## src/rtl/jtcps1_gfx_romreq.sv

```systemverilog
// CPS1 graphics tile-row ROM fetch: latches a request, asks the bank mapper for
// the upper address nibble, then holds a ROM request until the word arrives.
module jtcps1_gfx_romreq (
    input  logic        clk,
    input  logic        rst,
    input  logic        req,
    input  logic [2:0]  layer,
    input  logic [15:0] code,
    input  logic [3:0]  vrow,
    output logic        busy,
    output logic        ack,
    output logic [31:0] data,
    output logic        map_en,
    output logic [2:0]  map_layer,
    output logic [9:0]  map_cin,
    input  logic [3:0]  map_offset,
    input  logic [3:0]  map_mask,
    output logic        rom_cs,
    output logic [19:0] rom_addr,
    input  logic        rom_ok,
    input  logic [31:0] rom_data
);

    // state  | meaning
    // IDLE   | waiting for req (ignored while ack is still high)
    // MAP    | map_en high, mapper sees latched layer / code[15:6]
    // SAMPLE | mapper offset/mask valid, upper nibble registered
    // ROM    | first rom_cs cycle, rom_ok ignored (may be stale)
    // WAIT   | rom_cs held until rom_ok
    typedef enum logic [2:0] {IDLE, MAP, SAMPLE, ROM, WAIT} state_t;

    state_t      state, next_state;
    logic [15:0] code_l;
    logic [3:0]  vrow_l;
    logic [3:0]  hi;
    logic        accept;
    logic        fetch_done;

    always_ff @(posedge clk) begin
        if (rst) state <= IDLE;
        else     state <= next_state;
    end

    always_comb begin
        next_state = state;
        accept     = 1'b0;
        fetch_done = 1'b0;
        map_en     = 1'b0;
        rom_cs     = 1'b0;
        case (state)
            IDLE: begin
                if (req && !ack) begin
                    accept     = 1'b1;
                    next_state = MAP;
                end
            end
            MAP: begin
                map_en     = 1'b1;
                next_state = SAMPLE;
            end
            SAMPLE: next_state = ROM;
            ROM: begin
                rom_cs     = 1'b1;
                next_state = WAIT;
            end
            WAIT: begin
                rom_cs = 1'b1;
                if (rom_ok) begin
                    fetch_done = 1'b1;
                    next_state = IDLE;
                end
            end
            default: next_state = IDLE;
        endcase
    end

    // ack is the final busy cycle even though the FSM is already back in IDLE
    assign busy     = (state != IDLE) || ack;
    assign rom_addr = {hi, code_l[11:0], vrow_l};

    always_ff @(posedge clk) begin
        if (rst) begin
            code_l    <= 16'd0;
            vrow_l    <= 4'd0;
            hi        <= 4'd0;
            map_layer <= 3'd0;
            map_cin   <= 10'd0;
            ack       <= 1'b0;
            data      <= 32'd0;
        end else begin
            ack <= fetch_done;
            if (accept) begin
                code_l    <= code;
                vrow_l    <= vrow;
                map_layer <= layer;
                map_cin   <= code[15:6];
            end
            if (state == SAMPLE)
                hi <= (code_l[15:12] & map_mask) | map_offset;
            if (fetch_done)
                data <= rom_data;
        end
    end

endmodule

```

## config.mk

```make
export PLATFORM = sky130hd
export DESIGN_NAME = jtcps1_gfx_romreq
export DESIGN_NICKNAME = d
export VERILOG_FILES = /design/src/rtl/jtcps1_gfx_romreq.sv
export SDC_FILE = /design/constraint.sdc
export NUM_CORES = 1
export LEC_CHECK = 0
export ABC_AREA = 0
export ABC_CLOCK_PERIOD_IN_PS = 1550
export BUFFER_PORTS_ARGS = -buffer_cell sky130_fd_sc_hd__buf_2
export CORE_MARGIN = 5
export CORE_UTILIZATION = 40
export DETAILED_ROUTE_END_ITERATION = 6
export PLACE_DENSITY = 0.79
export SLEW_MARGIN = 5
export SYNTH_ARGS = -nofsm -noshare
export SYNTH_HDL_FRONTEND = slang
export SYNTH_SLANG_ARGS = --single-unit
```

## constraint.sdc

```tcl
create_clock -name clk -period 1.55 [get_ports clk]
set_clock_uncertainty 0.15 [all_clocks]
set_input_delay 0.155 -clock clk [delete_from_list [all_inputs] [get_ports clk]]
set_output_delay 0.155 -clock clk [all_outputs]
set_load 0.005 [all_outputs]
```

[Word level (Yosys, flattened, before mapping)]
Index checks and enable logic that the tools add are counted.
Operators by class
  muxes and demuxes: 9
  eq/ne operators: 6
  reductions and logical operators: 7
  bitwise operators: 2
Operators with widths (count)
  case mux 3 bit (5 select lines): 1
  equality test 3 x 2 -> 1 bit (second input constant): 2
  two-way mux 1 bit: 6
  two-way mux 3 bit: 2
  AND 4 bit: 1
  != test 2 bit (second input constant): 2
  OR 4 bit: 1
  equality test 3 x 1 -> 1 bit (second input constant): 1
  equality test 3 bit (second input constant): 1
  zero test 3 bit: 1
  nonzero test 3 bit: 1
  AND reduction 2 bit: 1
  OR reduction 2 bit: 1
  logical AND 1 bit: 1
  zero test 1 bit: 1
  logical OR 1 bit: 1
Word-level totals
  logic and storage cells: 32
  input bits: 67
  bits in registers: 73

[Logic depth before layout (Yosys ltp)]
  word-level depth: 4
  depth in mapped cells: 6
  depth with buffers taken out: 3

[Worst setup path before layout]
OpenSTA, ideal clock, no wires.
  kind: register -> register
  start: register state[2]
  end: register code_l[0]
  path buffers: 2
  arrival: 1236 ps
  slack: 92 ps
  cell stages (with the launch flop): 5
  setup time: 72 ps
  path through: dfxtp_1 -> buf_6 -> nor4_4 -> buf_6 -> mux2i_1
Between the ends
  longest elaborated chain between the ends: 2
RTL lines
  start: declaration: line 32  | state_t state, next_state;
  start signal: assignment: line 41  | else state <= next_state;
  zero test 3 bit: line 50  | case (state)
  two-way mux 1 bit: line 50
  end signal: assignment: line 93  | code_l <= code;
  end: declaration: line 33  | logic [15:0] code_l;
Every way passes these cells.
A chain may end at the register's enable or synchronous reset.

[Worst setup path after layout]
  start: register state[0]
  end: output port busy
Between the ends
  longest elaborated chain between the ends: 2
RTL lines
  nonzero test 3 bit: line 78  | assign busy = (state != IDLE) || ack;
  logical OR 1 bit: line 78
  end: declaration: line 10  | output logic busy,
Every way passes these cells.

==> results.md <==
- ANT nets after route: 0
- Routed length per placed instance: 15.0 µm
- DRT Wirelength: 8450 µm
- P_leak: 1.94 nW
- Worst-path clk slew: 0.07 ns
- Root buf cell: clkbuf_8
- Max-slew headroom: 72.4%
- Ports: 136
- Worst skew pair latency: 0.32 ns
- CP startpoint kind: register
- WS Path Type: reg2out
- Post-DP Area: 3260 µm²
- Worst VDD drop: 0.000703 V
- Largest net degree at the start of global routing: 36
- Comb pwr share: 17.8%
- Cells along the critical path: or4_4 -> buf_6
- Yosys warns: 0
- Synth top area cells: dfxtp_1 (49%), nand2b_1 (11%), nand2_1 (9.7%)
- Internal power: 2.68 mW
- Failing checks: setup timing
- Async set or reset register ratio after synthesis: 0%
- Main flop type after synthesis: dfxtp_1
- Slew Viols, Final: 0
- Die area: 8110 µm²
- Layout cells sized above 1: 40.9%
- Final Power: 3.56 mW
- Num Clock Sinks: 63
- Initial antenna violation count: 0
- GRT overflow: 0
- Clk pwr share: 33.4%
- Tcrit/Tclk final: 107%
- Flops & latches, synth: 63
- Distinct cells, synth: 21
- Hold crit path type: in2reg
- Actual slew at the worst max-slew pin: 0.415 ns
- Switching fraction of total power: 24.8%
- Most numerous cell in the Yosys netlist: nand2_1
- First DRT Iteration DRCs: 95
- First-pass GRT wire length: 12500 µm
- Initial DRT Pass Iterations: 4
- RSZ-0062 raised after global routing: yes
- Vias: 2683
- Row count: 29
- Synth top area share: 49.2%
- Nets@finish: 550
- Drt drc: 0
- Initial core utilization: 40.9%
- Reg power frac: 48.8%
- CP delay by family, top: simple AND/OR/NAND/NOR gates
- Outcome: complete, but fails checks
- Fmax: 604 MHz
- GRT Util Overall: 18.5%
- Synth Net Count: 353
- Critical path buffer and inverter count: 1
- Maximum Capacitance Violations: 0
- Chip height: 90.1 µm
- CP Capture Type: primary output
- Syn Inst Count: 286
- Die width: 90.1 µm
- CP Max Fanout: 4
- CP max-delay cell: or4_4
- # port buffers: 135
- Number of global-route vias before repair: 2588
- Register area share after synthesis: 49.2%
- TritonCTS buffer count: 9
- Switching power: 0.882 mW
- WP data required: 1.24 ns
- Core ar.: 6280 µm²
- Layout area overhead: 68.1%
- Max Root-Sink Buffers: 2
- Syn avg cell area: 8.97 µm²
- Final instance area: 4310 µm²
- Power per cell area: 826 nW/µm²
- Number of synthesized flops with an enable pin: 0
- CP peak stage delay: 0.54 ns
- Post-DR vias/cell: 4.76
- Final worst slack: -0.107 ns
- Worst Path Arrival: 1.35 ns
- Top post-synthesis cells by count: nand2_1 (66), dfxtp_1 (63), nand2b_1 (47)
- Synth area leader: dfxtp_1
- Fin. Hold Viols: 0
- TritonCTS clock tree: built
- Cell Area, Synth: 2560 µm²
- Crit path time final: 1.66 ns
- Final setup vio count: 25
- CTS H-tree lvls: 3
- Antenna fix cells: 0
- Setup TNS: -1.19 ns
- HPWL Detailed: 4580 µm
- RePlAce Congestion: 0.709
-- layout by cell type, fill, tap and decap left out, types with 4 or more instances in the layout --
master and instances:
a211oi_1 4, a21oi_1 18, a21oi_2 19, buf_2 134, buf_4 7, buf_6 6
clkbuf_16 4, clkbuf_8 10, dfxtp_1 60, dlygate4sd3_1 58, mux2i_1 23, nand2_1 64
nand2b_1 46, nor2_1 8
-- state kept, by name, summed over array words and instances, names as in the netlist --
signal / cells
vrow_l: 4
code_l: 6
ack: 1
hi: 4
map_layer: 3
state: 3
map_cin: 10
data: 32
-- worst paths after layout --
path / from / slack [ns] / end / depth (start not counted)
setup / recovery: state[0]$_SDFFE_PP0P_ / -0.11 / busy / 2
hold / removal: map_mask[1] / 0.04 / hi[1]$_SDFFE_PP0N_ / 3
setup reg to reg: state[2]$_SDFFE_PP0P_ / -0.08 / map_layer[0]$_SDFFE_PP0P_ / 6
hold reg to reg: state[0]$_SDFFE_PP0P_ / 0.30 / state[0]$_SDFFE_PP0P_ / 1
-- area by class of cell --
class	count	area (µm²)
repair buffers	214	1560
multi-input cells	194	1210
clock buffers	11	141
well taps	77	96.3
fillers	466	1970
flip-flops and latches	63	1270
clock inverters	4	22.5
inverters	1	3.75
-- power by group through the flow --
stage	Clock [mW]	Sequential, mW	Combinational (mW)
floorplan	0	1.76	0.239
global placement	0	1.77	0.414
detailed placement	0	1.78	0.423
CTS	1.22	1.74	0.562
global route	1.29	1.75	0.684
finish	1.19	1.74	0.633
-- tightest hold or removal path, cell delays in order --
cell and delay (ns):
buf_2 0.10, a21oi_1 0.14, a211oi_1 0.08
-- what timing repair did --
action                     CTS  global route
hold buffers                58             0
pin swaps                    2             3
hold endpoints to repair    58             0
resized for setup            8            29
setup buffers                5             2
cloned                       0             6
setup endpoints to repair    4            58
-- logic make-up after synthesis --
logic type	share of synthesized area [%]
AO/OA/AOI/OAI	8.73
buffers and inverters	7.51
flip-flops	49.2
multiplexers	8.98
AND/OR/NAND/NOR	25.6
-- per-stage QoR --
step                hold WS [ns]  std cells  utilization, %  worst slack [ns]
floorplan                  0.141        286               -            0.0923
global placement           0.246        478            51.9            0.0729
finish                    0.0372        564            68.7            -0.107
CTS                       0.0190        556            64.8            -0.113
detailed placement         0.251        478            51.9           0.00979
global route              0.0602        564            68.7            -0.169
-- per-layer routing --
metal | global-route usage (%) | up-vias | wire length (µm)
li1 | - | 1316 | -
met1 | 19.8 | 1248 | 3330
met2 | 34.0 | 108 | 4420
met3 | 5.93 | 11 | 586
met4 | 6.33 | 0 | 110
met5 | 0 | - | 0
Power figures use the tool's default switching activity.
